File: config.mk
export PLATFORM = sky130hd
export DESIGN_NAME = program_counter_unit
export DESIGN_NICKNAME = d
export VERILOG_FILES = /design/src/rtl/program_counter_unit.sv
export SDC_FILE = /design/constraint.sdc
export NUM_CORES = 1
export LEC_CHECK = 0
export CAP_MARGIN = 20
export CORE_MARGIN = 4
export CORE_UTILIZATION = 44
export DETAILED_ROUTE_END_ITERATION = 6
export GPL_ROUTABILITY_DRIVEN = 0
export PLACE_DENSITY_LB_ADDON = 0.05
export REMOVE_ABC_BUFFERS = 1
export SYNTH_ARGS = -nofsm -noshare
export SYNTH_HDL_FRONTEND = slang
export SYNTH_SLANG_ARGS = --single-unit
File: constraint.sdc
create_clock -name clk -period 2.9 [get_ports clk]
set_input_delay 0.725 -clock clk [delete_from_list [all_inputs] [get_ports clk]]
set_output_delay 0.725 -clock clk [all_outputs]
set_load 0.01 [all_outputs]
File: src/rtl/program_counter_unit.sv
// rtl/program_counter_unit.sv - 32-bit program counter with jump, PC-relative branch and sequential update
module program_counter_unit #(
    parameter logic [31:0] RESET_VECTOR = 32'h0000_0000,
    parameter int          INSTR_BYTES  = 4
) (
    input  logic        clk,
    input  logic        reset,
    input  logic [31:0] jump_target,
    input  logic [31:0] branch_target,
    output logic [31:0] pc_out
);

    localparam logic [31:0] STEP       = 32'(INSTR_BYTES);
    localparam logic [31:0] ALIGN_MASK = 32'hFFFF_FFFC;

    logic [31:0] pc_q;
    logic [31:0] next_pc;

    // A zero target means "no request", so jump beats branch beats sequential.
    // Two's-complement addition makes negative branch offsets move backward.
    always_comb begin
        next_pc = pc_q + STEP;
        if (jump_target != 32'd0) begin
            next_pc = jump_target & ALIGN_MASK;
        end else if (branch_target != 32'd0) begin
            next_pc = (pc_q + branch_target) & ALIGN_MASK;
        end
    end

    always_ff @(posedge clk or posedge reset) begin
        if (reset) begin
            pc_q <= RESET_VECTOR;
        end else begin
            pc_q <= next_pc;
        end
    end

    assign pc_out = pc_q;

endmodule

Word level (Yosys, flattened, before mapping). Index checks and enable logic that the tools add are counted.

Add/subtract/negate cells: 2. Multipliers: 0. Divide/modulo/power cells: 0. Order comparisons: 0. Equality and inequality tests: 0. Shift-type cells: 0. Mux-type cells: 2. Bitwise gates (word level): 0. Reduce and logical (&&, ||, !) cells: 2.

Operators with widths (number): 2-to-1 mux 32 bit (2); nonzero test 32 bit (2); adder 32 x 3 -> 32 bit, second input constant (1); adder 32 bit (1).

Register bits after elaboration: 32. Latch bits: 0. Bits in writable memories: 0. Memory bits (read-only): 0. Input port bits: 66. Output and inout bits: 32. Word-level logic and storage cells: 7. Memories: 0.

Longest topological paths before layout. Gate-level depths: netlist of the first run.

Word-level depth: 3. Gate-level depth with buffers: 10. Mapped depth without buffers: 9.

Worst setup path before layout of the first run. OpenSTA, ideal clock, no wires.

Path kind: input port to flip-flop. Start: input port branch_target[7]. End: register pc_q[22], in the netlist pc_out[22]. Setup time: 0.126 ns. Arrival time: 2.631 ns. Required time: 2.774 ns. Setup slack: 0.143 ns. Stages: 9. Buffers on the path: 0. Path through: ha_1 > a21o_1 > and4b_1 > a21o_2 > o21ai_2 > a221o_2 > a21oi_2 > xnor2_1 > a221o_1.

Cells in the longest elaborated chain, start to end: 3. Elaborated cells on any way between the ends: 4. Those cells by class: 1 x add/sub; 2 x mux; 1 x reduce/logical.

RTL lines: start: declaration (line 9) `input logic [31:0] branch_target,`; adder 32 bit or nonzero test 32 bit (tied branches) (line 26, 25); 2-to-1 mux 32 bit (*) (line 25) `end else if (branch_target != 32'd0) begin`; 2-to-1 mux 32 bit (*) (line 23) `if (jump_target != 32'd0) begin`; via next_pc[22] (line 17) `logic [31:0] next_pc;`; end signal: assignment (line 34) `pc_q <= next_pc;`; end: declaration (line 16) `logic [31:0] pc_q;`.

The timed path passes the listed nets; every way through them passes the cells marked *.

Worst setup path in the final report of the first run.
Start: input port branch_target[7]. End: register pc_q[26], in the netlist pc_out[26].

The elaborated chain is that of the path after synthesis.

==> flow_summary.rst, run 1 <==
.. list-table::
   :header-rows: 1

   * - Metric
     - Value
   * - Worst hold stages
     - 2
   * - Later-pin clock latency in the skew report
     - a little under 300 ps
   * - Highest clock rate
     - approximately 350 MHz
   * - Horizontal die dimension
     - between 90 and 100 um
   * - Finish-stage setup viols
     - 0
   * - GRT Overall Usage
     - between 20% and 30%
   * - Number of failing hold endpoints at the final stage
     - 0
   * - Startpoint type of the worst setup path
     - primary input
   * - Critical path's slowest cell
     - a221o_1
   * - Flip-flop and latch area
     - 751 um^2
   * - Simple-gate share of the synthesized area
     - approximately 20%
   * - Max incr delay on CP
     - between 300 and 400 ps
   * - Number of inserted diodes
     - 0
   * - Share of the synthesized area in compound gates (AO/OA/AOI/OAI)
     - roughly a quarter
   * - Routed WL
     - 11100 um
   * - Ports
     - just under 100
   * - Cell area power density
     - just over 300 nW/um^2
   * - Kind of cell adding the most delay to the critical path
     - compound AO/OA/AOI/OAI gates
   * - R2R cell count
     - 9
   * - Area of the die
     - approximately 8400 um^2
   * - Adder-cell share of the synthesized area
     - between 10% and 20%
   * - Clock buffers created by TritonCTS
     - 5
   * - Global-route wire length before repair
     - 17800 um
   * - Sequential-to-total area share from yosys stat
     - 24.4%
   * - Cell at the root of the clock tree
     - clkbuf_8
   * - Fraction of the core area covered by cells at the end of the flow
     - 74.3%
   * - Number of flops mapped to enable cells by yosys
     - 0
   * - Setup slack at placement
     - -479 ps
   * - Cell chain of the critical path
     - dlygate4sd2_1, ha_4, a21o_1, and4b_2, a21o_4, o211ai_1, and2_4, a41oi_2, xnor2_1, a221o_1
   * - Clock tree from TritonCTS
     - done
   * - Ys flop type
     - dfrtp_1
   * - Dpl hpwl
     - slightly below 9000 um
   * - CORE AREA
     - about 6800 um^2
   * - Shortest period the worst path allows
     - between 2000 and 3000 ps
   * - Class of the most critical hold timing path
     - register to register
   * - Die Y
     - just over 90 um
   * - Yosys synthesis warning count
     - 0
   * - Share of final-layout standard cells stronger than drive strength 1
     - about a quarter
   * - Maximum number of pins on one net before global-route repair
     - 31
   * - Post-CTS Hold Buffers
     - 0
   * - Outcome
     - complete, no violations
   * - Combinational family with the most area after synthesis
     - compound AO/OA/AOI/OAI gates
   * - Clk pin slew, worst setup/hold paths
     - roughly 80 ps
   * - Layout filler cell count
     - 512
   * - Critical Path End Type
     - register
   * - Post-synthesis instance area
     - slightly above 3000 um^2
   * - Signed area change from the synthesized netlist to the final layout
     - 63.7%
   * - Total area of multi-input combinational cells
     - around 2400 um^2
   * - Post-route DRC violation count
     - 0
   * - Library cell occupying the most area in the post-synthesis netlist
     - dfrtp_1
   * - Syn avg cell area
     - around 8.5 um^2
   * - NumNets Final
     - 642
   * - Worst-path maximum fanout
     - 4
   * - DRC violation total after the first TritonRoute iteration
     - 256
   * - Number of routed nets with antenna violations
     - 0
   * - Synth top area share
     - around a quarter
   * - CTS Sinks
     - 30
   * - Setup slack after layout
     - ~62 ps
   * - Dominant cells by area after synthesis
     - dfrtp_1, ha_1, xnor2_1, xor2_1, a21o_1
   * - Leak Pwr
     - between 2 and 2.5 nW
   * - Setup clock skew after layout
     - roughly 14 ps
   * - Number of input and output port buffers inserted
     - 95
   * - Proportion of synthesized area in mux cells
     - less than 1%
   * - Vias in the first global route
     - around 3700
   * - Total power consumption of the routed design
     - 1.56 mW
   * - Non-filler instance count after layout
     - 643
   * - RSZ-0062 raised after global routing
     - true
   * - Number of distinct standard cells referenced by the synthesized netlist
     - 52
   * - Synth Register Bits
     - 30
   * - Relative slew margins
     - about two thirds
   * - FFs w/ async S/R, synth
     - 100%
   * - Final global-route overflow total
     - 0
   * - Crit path required time
     - roughly 3100 ps
   * - Number of maximum-capacitance violations
     - 0
   * - Number of flip-flops under the largest register name
     - 30
   * - Post-synthesis instance total
     - 364
   * - Via count of the routed design
     - roughly 3600
   * - Share of the clock period used by the worst path
     - 97.9%
   * - Clock Tree Buf Depth
     - 2
   * - Worst setup path category
     - primary input to register
   * - Antenna violations before repair
     - 0
   * - Final Max Slew Viols
     - 0
   * - Initial core utilization
     - ~45%
   * - Critical path depth
     - 10
   * - Number of cells in the design after placement
     - approximately 630
   * - Worst ir drop on vdd
     - between 0.0002 and 0.00025 V
   * - Post-DR wirelength/cell
     - approximately 17 um
   * - Parity-gate share of the synthesized area counting xor and xnor cells
     - between 10% and 20%
   * - Arrival time worst endpoint
     - approximately 3000 ps
   * - First drt pass iteration count
     - 5
   * - Htree depth
     - 2
   * - Buffers and inverters on the worst path
     - 1
   * - Least-Margin Pin Slew
     - a little over 500 ps
   * - Number of vias per cell
     - about 5.6
   * - Row count
     - 30
## power by group
part,total [mW],switching [mW],internal [mW]
combinational,0.711,0.314,0.398
sequential,0.471,0.0316,0.439
clock,0.373,0.182,0.192
## tightest hold or removal path, delay by kind of cell (launching register included)
kind           cells  cell delay, ps
flip-flops         1             400
AO/OA/AOI/OAI      2             160
## placed cells by master, fill, tap and decap left out, types with 3 or more instances in the layout
cell type | synthesis | layout
mux2i_1 | 3 | 3
ha_2 | 0 | 3
inv_1 | 9 | 9
nand2b_1 | 4 | 4
nor4_1 | 18 | 17
clkdlybuf4s50_1 | 0 | 82
nand4_1 | 8 | 8
and3_1 | 6 | 6
nor2_1 | 24 | 23
xnor2_1 | 30 | 30
a21oi_2 | 1 | 3
nand3_1 | 13 | 13
ha_4 | 0 | 8
dlygate4sd2_1 | 0 | 9
a211oi_2 | 0 | 3
nor3_1 | 5 | 5
dfrtp_1 | 30 | 30
clkbuf_8 | 0 | 6
a221o_1 | 13 | 13
a21oi_1 | 27 | 25
dlymetal6s2s_1 | 0 | 4
nand2_1 | 30 | 30
a21o_1 | 18 | 18
o211ai_1 | 7 | 7
xor2_1 | 23 | 23
and4_1 | 4 | 4
o21ai_0 | 12 | 10
ha_1 | 30 | 19
a31oi_1 | 4 | 4
buf_4 | 2 | 88
## layout make-up
| type | instances | share of cell area, % |
|---|---|---|
| Timing Repair Buffer | 183 | 31.9 |
| Inverter | 9 | 0.670 |
| Tap cell | 96 | 2.38 |
| Multi-Input combinational cell | 317 | 48.3 |
| Clock buffer | 7 | 1.71 |
| Sequential cell | 30 | 14.9 |
| Clock inverter | 1 | 0.0992 |
## Yosys cell counts (3+ instances only)
| cell type | number |
|---|---|
| a211oi_1 | 4 |
| a21o_1 | 18 |
| a21oi_1 | 27 |
| a221o_1 | 13 |
| a31oi_1 | 4 |
| and3_1 | 6 |
| and4_1 | 4 |
| clkbuf_1 | 6 |
| dfrtp_1 | 30 |
| ha_1 | 30 |
| inv_1 | 9 |
| mux2i_1 | 3 |
| nand2_1 | 30 |
| nand2b_1 | 4 |
| nand3_1 | 13 |
| nand4_1 | 8 |
| nor2_1 | 24 |
| nor3_1 | 5 |
| nor4_1 | 18 |
| o211ai_1 | 7 |
| o21ai_0 | 12 |
| xnor2_1 | 30 |
| xor2_1 | 23 |
## per-layer routing
| metal | up-vias | global-route usage [%] | wire [um] |
|---|---|---|---|
| met5 | - | 0 | 0 |
| met4 | 0 | 7.80 | 233 |
| met3 | 29 | 5.17 | 789 |
| met2 | 138 | 42.2 | 5130 |
| met1 | 1699 | 35.4 | 4920 |
| li1 | 1750 | - | - |
## per-stage QoR
stage                     TNS (ps)  hold slack [ps]  area, um^2
after floorplan              -2660              613        3040
after global placement       -5920              604        4760
after detailed placement     -7240              592        4760
after CTS                        0              601        4990
after global routing         -78.0              642        5040
final                            0              613        5040
## timing repair
action,CTS,global route
setup endpoints to repair,15,13
setup buffers,2,1
gates resized for setup,29,11
pin swaps,15,8
## logic make-up (layout without fill, tap and decap cells)
family | Yosys count | count (layout)
compound gates | 107 | 107
xor+xnor | 53 | 53
fa+ha+maj | 30 | 30
buf+inv | 18 | 200
flops | 30 | 30
mux | 3 | 3
other cells | 1 | 2
simple gates | 122 | 122
## final timing paths
check,startpoint,end,slack [ps]
max in group asynchronous,reset,pc_out[2],1750
setup reg to reg,pc_out[7],pc_out[26],290
hold / removal,pc_out[31],pc_out[31],610
hold reg to reg,pc_out[31],pc_out[31],610
setup / recovery,branch_target[7],pc_out[26],60
min in group asynchronous,reset,pc_out[24],830
Note: power is estimated with default switching activity, not from simulation.
==> run 2: changes to the inputs <==
--- a/config.mk
+++ b/config.mk
@@ -5,6 +5,7 @@
 export SDC_FILE = /design/constraint.sdc
 export NUM_CORES = 1
 export LEC_CHECK = 0
+export ABC_AREA = 1
 export CAP_MARGIN = 20
 export CORE_MARGIN = 4
 export CORE_UTILIZATION = 44
==> run 2 against run 1 <==
Setup slack improved by 170 ps; global-route usage increased by 1.1 points; worst hold slack improved by 150 ps; critical path type unchanged; via count increased by 50%; power increased by 1.2%; largest cell class unchanged; clock-buffer cell count unchanged; cell area increased by 12%.
==> flow_summary.rst, run 2 <==
.. list-table::
   :header-rows: 1

   * - Metric
     - Value
   * - Routed length on met1
     - 7190 um (was 4920 um)
   * - Ys flop type
     - dfrtp_1 (unchanged)
   * - CTS Sinks
     - 30 (unchanged)
   * - Post-DR wirelength/cell
     - 15.2 um (was 17.2 um)
   * - Class of the most critical hold timing path
     - register to register (unchanged)
   * - Horizontal die dimension
     - 109 um (was 91.7 um)
   * - Synth top area share
     - 22.5% (was 24.4%)
   * - Number of flops mapped to enable cells by yosys
     - 0 (unchanged)
   * - Row count
     - 36 (was 30)
   * - Post-CTS Setup Inserts
     - 0 (was 2)
   * - Yosys synthesis warning count
     - 0 (unchanged)
   * - Amount of wire on met2 after detailed routing
     - 6770 um (was 5130 um)
   * - Number of inserted diodes
     - 0 (unchanged)
   * - Critical Path End Type
     - register (unchanged)
   * - Clk pin slew, worst setup/hold paths
     - 70 ps (was 80 ps)
   * - Non-filler instance count after layout
     - 1044 (was 643)
   * - Final global-route overflow total
     - 0 (unchanged)
   * - Cell at the root of the clock tree
     - clkbuf_8 (unchanged)
   * - DRC violation total after the first TritonRoute iteration
     - 364 (was 256)
   * - Most frequent standard cell in the layout excluding fill and tap cells
     - nand2_1 (was buf_4)
   * - Shortest period the worst path allows
     - 2670 ps (was 2840 ps)
   * - GRT Overall Usage
     - 27.2% (was 26.2%)
   * - Cell area power density
     - 278 nW/um^2 (was 308 nW/um^2)
   * - Vias in the first global route
     - 5063 (was 3667)
   * - Worst hold slack
     - 766 ps (was 613 ps)
   * - Share of final-layout standard cells stronger than drive strength 1
     - 4.61% (was 23.8%)
   * - Clock tree from TritonCTS
     - done (unchanged)
   * - Die Y
     - 109 um (was 91.7 um)
   * - Worst-path maximum fanout
     - 5 (was 4)
   * - Antenna violations before repair
     - 0 (unchanged)
   * - Number of distinct standard cells referenced by the synthesized netlist
     - 36 (was 52)
   * - Met3 wire length
     - 1720 um (was 789 um)
   * - Synth Register Bits
     - 30 (unchanged)
   * - Arrival time worst endpoint
     - 2870 ps (was 3020 ps)
   * - Comb power frac
     - 46.4% (was 45.7%)
   * - Initial core utilization
     - 45.4% (about the same)
   * - First drt pass iteration count
     - 6 (was 5)
   * - Least-Margin Pin Slew
     - 590 ps (was 508 ps)
   * - Area of the die
     - 11900 um^2 (was 8410 um^2)
   * - Share of the clock period used by the worst path
     - 92.0% (was 97.9%)
   * - Cell with the most instances after synthesis
     - nand2_1
   * - Post-synthesis instance area
     - 4480 um^2 (was 3080 um^2)
   * - Relative slew margins
     - 60.3% (was 65.8%)
   * - FFs w/ async S/R, synth
     - 100% (unchanged)
   * - Number of vias per cell
     - 5.20 (was 5.62)
   * - Later-pin clock latency in the skew report
     - 280 ps (was 290 ps)
   * - Final Max Slew Viols
     - 0 (unchanged)
   * - Number of flip-flops under the largest register name
     - 30 (unchanged)
   * - Crit path required time
     - 3110 ps (was 3080 ps)
   * - Maximum number of pins on one net before global-route repair
     - 38 (was 31)
   * - Syn avg cell area
     - 5.51 um^2 (was 8.47 um^2)
   * - RSZ-0062 raised after global routing
     - false (was true)
   * - Htree depth
     - 2 (unchanged)
   * - Clock buffers created by TritonCTS
     - 5 (unchanged)
   * - NumNets Final
     - 1006 (was 642)
   * - Routed WL
     - 15800 um (was 11100 um)
   * - Dpl hpwl
     - 13200 um (was 8640 um)
   * - Number of routed nets with antenna violations
     - 0 (unchanged)
   * - Number of maximum-capacitance violations
     - 0 (unchanged)
   * - Dominant cells by area after synthesis
     - nand2_1, dfrtp_1, nor2_1, inv_1, ha_1 (was dfrtp_1, ha_1, xnor2_1, xor2_1, a21o_1)
   * - Highest clock rate
     - 375 MHz (was 352 MHz)
   * - Outcome
     - complete, no violations (unchanged)
   * - Ports
     - 98 (unchanged)
   * - Post-route DRC violation count
     - 0 (unchanged)
   * - Signed area change from the synthesized netlist to the final layout
     - 26.4% (was 63.7%)
   * - Library cell occupying the most area in the post-synthesis netlist
     - nand2_1 (was dfrtp_1)
   * - Worst ir drop on vdd
     - 0.000188 V (was 0.000219 V)
   * - Post-CTS Hold Buffers
     - 0 (unchanged)
   * - Top library cells by usage in the layout, fill and taps aside
     - nand2_1, nor2_1, inv_1 (was buf_4, clkdlybuf4s50_1, nand2_1, xnor2_1, dfrtp_1)
   * - Clock Tree Buf Depth
     - 2 (unchanged)
   * - Total net switching power
     - 0.637 mW (was 0.527 mW)
   * - Number of input and output port buffers inserted
     - 95 (unchanged)
   * - Leak Pwr
     - 2.99 nW (was 2.20 nW)
   * - Post-synthesis instance total
     - 813 (was 364)
   * - Gates resized, CTS repair
     - 0 (was 29)
   * - Number of cells in the design after placement
     - 1036 (was 632)
   * - Global-route wire length before repair
     - 25000 um (was 17800 um)
   * - Worst setup path category
     - primary input to register (unchanged)
   * - Sw frac
     - 40.5% (was 33.9%)
   * - Finish-stage setup viols
     - 0 (unchanged)
   * - Via count of the routed design
     - 5430 (was 3616)
   * - CORE AREA
     - 9860 um^2 (was 6790 um^2)
   * - Top cells by count, synth
     - nand2_1, nor2_1, inv_1 (was dfrtp_1, ha_1, nand2_1, xnor2_1, a21oi_1)
   * - Startpoint type of the worst setup path
     - primary input (unchanged)
   * - Sequential-to-total area share from yosys stat
     - 16.8% (was 24.4%)
   * - Setup clock skew after layout
     - 6.82 ps (was 14.1 ps)
   * - Clk pwr share
     - 22.4% (was 24.0%)
   * - Register share of total power
     - 31.2% (was 30.3%)
   * - Highest metal layer with signal wires
     - met4 (unchanged)
   * - Number of failing hold endpoints at the final stage
     - 0 (unchanged)
   * - Internal Pwr Total
     - 0.937 mW (was 1.03 mW)
run 2: cell types whose count changed in the layout (fill, tap and decap cells not counted), moves of 26 or more:
| cell | delta |
|---|---|
| nand3_1 | +46 |
| inv_1 | +116 |
| a21oi_1 | +27 |
| nand2_1 | +238 |
| nor2_1 | +109 |
| xnor2_1 | -26 |
| buf_4 | -83 |
run 2: area by class of cell:
cell class | count | area, um^2
Clock buffer | 7 | 86.3
Clock inverter | 1 | 5.00
Fill cell | 1032 | 4200
Inverter | 129 | 485
Multi-Input combinational cell | 644 | 3180
Sequential cell | 30 | 751
Tap cell | 133 | 166
Timing Repair Buffer | 100 | 988
run 2: worst paths after layout:
path | start | to | slack [ps] | depth (start not counted)
setup / recovery | branch_target[13] | pc_out[22] | 230 | 11
hold / removal | pc_out[31] | pc_out[31] | 770 | 5
setup reg to reg | pc_out[11] | pc_out[22] | 590 | 10
hold reg to reg | pc_out[31] | pc_out[31] | 770 | 5
max in group asynchronous | reset | pc_out[13] | 1770 | 3
min in group asynchronous | reset | pc_out[18] | 840 | 3
run 2: critical path: stages:
cell	delay (ps)
clkdlybuf4s50_1	430
ha_1	370
nand2_1	130
inv_1	60
a21oi_1	240
nand3_1	280
nand2_1	180
nand2_1	60
nand2_1	50
nand3_1	150
a21oi_1	190
run 2: cell families after synthesis:
kind of cell / count (synthesis) / share of synthesized area [%]
adder cells (fa/ha/maj): 30 / 8.38
AND/OR/NAND/NOR: 511 / 48.9
flip-flops: 30 / 16.8
buffers and inverters: 140 / 12.3
other: 1 / 0.0837
AO/OA/AOI/OAI: 85 / 10.4
XOR/XNOR: 16 / 3.13
run 2: power groups by stage:
stage	Combinational (mW)	Clock, mW	Sequential (mW)
2_1_floorplan	0.424	0	0.485
3_3_place_gp	0.709	0	0.496
3_5_place_dp	0.714	0	0.496
4_1_cts	0.718	0.361	0.488
5_1_grt	0.814	0.376	0.493
6_report	0.730	0.353	0.491
run 2: per-stage QoR:
stage          setup TNS (ps)  worst slack [ps]  utilization [%]  area (um^2)  total power, mW
3_5_place_dp            -29.7             -19.0             56.5         5570             1.21
5_1_grt                     0              62.7             57.4         5660             1.68
2_1_floorplan               0               556                -         4420            0.909
6_report                    0               232             57.4         5660             1.57
4_1_cts                     0               271             57.4         5660             1.57
3_3_place_gp            -72.7             -45.9             56.5         5570             1.21
run 2: per-layer routing:
metal | global-route usage (%) | vias up
li1 | - | 2759
met1 | 40.3 | 2410
met2 | 42.5 | 248
met3 | 3.97 | 13
met4 | 4.51 | 0
met5 | 0 | -
==> run 3: changes to the inputs <==
--- a/config.mk
+++ b/config.mk
@@ -13,6 +13,8 @@
 export GPL_ROUTABILITY_DRIVEN = 0
 export PLACE_DENSITY_LB_ADDON = 0.05
 export REMOVE_ABC_BUFFERS = 1
+export SETUP_SLACK_MARGIN = 0.5
 export SYNTH_ARGS = -nofsm -noshare
 export SYNTH_HDL_FRONTEND = slang
 export SYNTH_SLANG_ARGS = --single-unit
+export TNS_END_PERCENT = 20
==> run 3 against run 2 <==
Combinational power grew 17%; sequential power grew 2%; fmax grew 11%; via count grew 2.0%; largest cell class unchanged; setup slack gained 280 ps; critical endpoint is now pc_out[15]; sequential share of layout area shrank 1.3 points; die area is the same; highest routed layer unchanged; clock power is essentially flat.
==> flow_summary.rst, run 3 (synthesized netlist as in run 2, its figures left out) <==
.. list-table::
   :header-rows: 1

   * - Metric
     - Value
   * - Outcome
     - complete, no violations (unchanged)
   * - CORE AREA
     - 9860 um^2 (unchanged)
   * - Layout filler cell count
     - 940 (was 1032)
   * - Number of input and output port buffers inserted
     - 95 (unchanged)
   * - Fraction of the core area covered by cells at the end of the flow
     - 63.7% (was 57.4%)
   * - Shortest period the worst path allows
     - 2390 ps (was 2670 ps)
   * - Routed WL
     - 16700 um (was 15800 um)
   * - Htree depth
     - 2 (unchanged)
   * - Signed area change from the synthesized netlist to the final layout
     - 40.4% (was 26.4%)
   * - GRT Overall Usage
     - 27.4% (was 27.2%)
   * - Post-DR wirelength/cell
     - 15.9 um (was 15.2 um)
   * - DRC violation total after the first TritonRoute iteration
     - 408 (was 364)
   * - First drt pass iteration count
     - 5 (was 6)
   * - Final global-route overflow total
     - 0 (unchanged)
   * - CTS Sinks
     - 30 (unchanged)
   * - Maximum number of pins on one net before global-route repair
     - 38 (unchanged)
   * - Ports
     - 98 (unchanged)
   * - Worst ir drop on vdd
     - 0.000190 V (was 0.000188 V)
   * - Total area of multi-input combinational cells
     - 3700 um^2 (was 3180 um^2)
   * - Setup clock skew after layout
     - 6.88 ps (was 6.82 ps)
   * - Number of cells in the design after placement
     - 1036 (unchanged)
   * - Row count
     - 36 (unchanged)
   * - Clock tree from TritonCTS
     - done (unchanged)
   * - Clock Tree Buf Depth
     - 2 (unchanged)
   * - Class of the most critical hold timing path
     - register to register (unchanged)
   * - Worst-path maximum fanout
     - 27 (was 5)
   * - Number of flip-flops under the largest register name
     - 30 (unchanged)
   * - Buffers and inverters on the worst path
     - 2 (unchanged)
   * - Flip-flop and latch area
     - 751 um^2 (unchanged)
   * - Area of the die
     - 11900 um^2 (unchanged)
   * - Horizontal die dimension
     - 109 um (unchanged)
   * - Later-pin clock latency in the skew report
     - 280 ps (about the same)
   * - Relative slew margins
     - 60.3% (about the same)
   * - Antenna violations before repair
     - 0 (unchanged)
   * - Via count of the routed design
     - 5540 (was 5430)
   * - NumNets Final
     - 1012 (was 1006)
   * - Dpl hpwl
     - 13200 um (unchanged)
   * - Cell area power density
     - 271 nW/um^2 (was 278 nW/um^2)
   * - Global-route wire length before repair
     - 25200 um (was 25000 um)
   * - Startpoint type of the worst setup path
     - primary input (unchanged)
   * - Leak Pwr
     - 3.23 nW (was 2.99 nW)
   * - Post-route DRC violation count
     - 0 (unchanged)
   * - Share of final-layout standard cells stronger than drive strength 1
     - 14.0% (was 4.61%)
   * - Number of vias per cell
     - 5.28 (was 5.20)
   * - Most frequent standard cell in the layout excluding fill and tap cells
     - nand2_1 (unchanged)
   * - Number of failing hold endpoints at the final stage
     - 0 (unchanged)
   * - Highest clock rate
     - 418 MHz (was 375 MHz)
   * - Post-route cell area
     - 6290 um^2 (was 5660 um^2)
   * - RSZ-0062 raised after global routing
     - true (was false)
   * - Finish-stage setup viols
     - 0 (unchanged)
   * - Critical path's slowest cell
     - clkdlybuf4s50_1 (unchanged)
   * - Kind of cell adding the most delay to the critical path
     - simple AND/OR/NAND/NOR gates (unchanged)
   * - Placed cell area
     - 5570 um^2 (unchanged)
   * - Critical path depth
     - 9 (was 11)
   * - Final Max Slew Viols
     - 0 (unchanged)
   * - Non-filler instance count after layout
     - 1050 (was 1044)
   * - Critical Path End Type
     - register (unchanged)
   * - Cell at the root of the clock tree
     - clkbuf_8 (unchanged)
   * - Clk pin slew, worst setup/hold paths
     - 70 ps (about the same)
   * - Least-Margin Pin Slew
     - 590 ps (about the same)
   * - Cell chain of the critical path
     - clkdlybuf4s50_1, nor2_1, nand2_1, nor2_1, nand4_2, clkinv_4, a21oi_1, o21ai_0, a21oi_1 (was clkdlybuf4s50_1, ha_1, nand2_1, inv_1, a21oi_1, nand3_1, nand2_1, nand2_1, nand2_1, nand3_1, a21oi_1)
   * - Top library cells by usage in the layout, fill and taps aside
     - nand2_1, inv_1, nor2_1 (was nand2_1, nor2_1, inv_1)
   * - Worst setup path category
     - primary input to register (unchanged)
   * - Number of inserted diodes
     - 0 (unchanged)
   * - Vias in the first global route
     - 5096 (was 5063)
   * - Worst hold stages
     - 5 (unchanged)
   * - Max incr delay on CP
     - 450 ps (was 430 ps)
   * - Worst hold slack
     - 773 ps (was 766 ps)
   * - Arrival time worst endpoint
     - 2540 ps (was 2870 ps)
   * - R2R cell count
     - 10 (unchanged)
   * - Number of routed nets with antenna violations
     - 0 (unchanged)
   * - Number of maximum-capacitance violations
     - 0 (unchanged)
   * - Die Y
     - 109 um (unchanged)
   * - Clock buffers created by TritonCTS
     - 5 (unchanged)
   * - Share of the clock period used by the worst path
     - 82.5% (was 92.0%)
   * - Initial core utilization
     - 45.4% (unchanged)
   * - Crit path required time
     - 3050 ps (was 3110 ps)
## run 3: changes by cell type in the layout (fill, tap and decap cells not counted), moves of 12 or more
| cell | before | now |
|---|---|---|
| ha_1 | 30 | 3 |
| dlymetal6s2s_1 | 0 | 18 |
| nor2_1 | 132 | 120 |
| ha_4 | 0 | 26 |
| clkdlybuf4s50_1 | 95 | 77 |
| nand2_2 | 3 | 18 |
| nand2_1 | 268 | 252 |
## run 3: through the flow
step                      power, mW  setup slack, ps  setup TNS, ps
after floorplan               0.909              556              0
after global placement         1.21            -45.9          -72.7
after detailed placement       1.21            -19.0          -29.7
after CTS                      1.59              449              0
after global routing           1.82              459              0
final                          1.71              507              0
## run 3: metal layers
metal | routed length, um | GRT usage [%]
met2 | 7260 | 42.8
met3 | 1740 | 3.97
met4 | 204 | 4.33
met5 | 0 | 0
met1 | 7490 | 40.5
## run 3: final cells by class
class | instances | area share [%]
clock buffers | 7 | 1.37
clock inverters | 1 | 0.0796
inverters | 129 | 7.80
multi-input cells | 644 | 58.8
flip-flops and latches | 30 | 11.9
well taps | 133 | 2.65
repair buffers | 106 | 17.3
## run 3: final timing paths
check	slack, ps	to	startpoint
hold reg to reg	770	pc_out[31]	pc_out[31]
max in group asynchronous	1770	pc_out[13]	reset
hold / removal	770	pc_out[31]	pc_out[31]
setup / recovery	510	pc_out[15]	branch_target[31]
min in group asynchronous	830	pc_out[2]	reset
setup reg to reg	810	pc_out[20]	pc_out[11]
## run 3: worst min-delay path, stage by stage (launching register included)
cell and delay (ps):
dfrtp_1 410, xnor2_1 100, inv_1 60, nand2_1 50
nand3_1 60, a21oi_1 60
## run 3: power by group
group / internal, mW / leakage [nW] / switching, mW
registers: 0.439 / 0.350 / 0.0606
clock network: 0.191 / 0.0482 / 0.161
logic: 0.380 / 2.84 / 0.474
total: 1.01 / 3.23 / 0.696
## run 3: what timing repair did
item,4_1_cts,5_1_grt
hold buffers,0,0
gates resized for setup,21,100
pin swaps,1,21
endpoints found under the setup margin,19,27
hold endpoints to repair,0,0
setup buffers,1,5
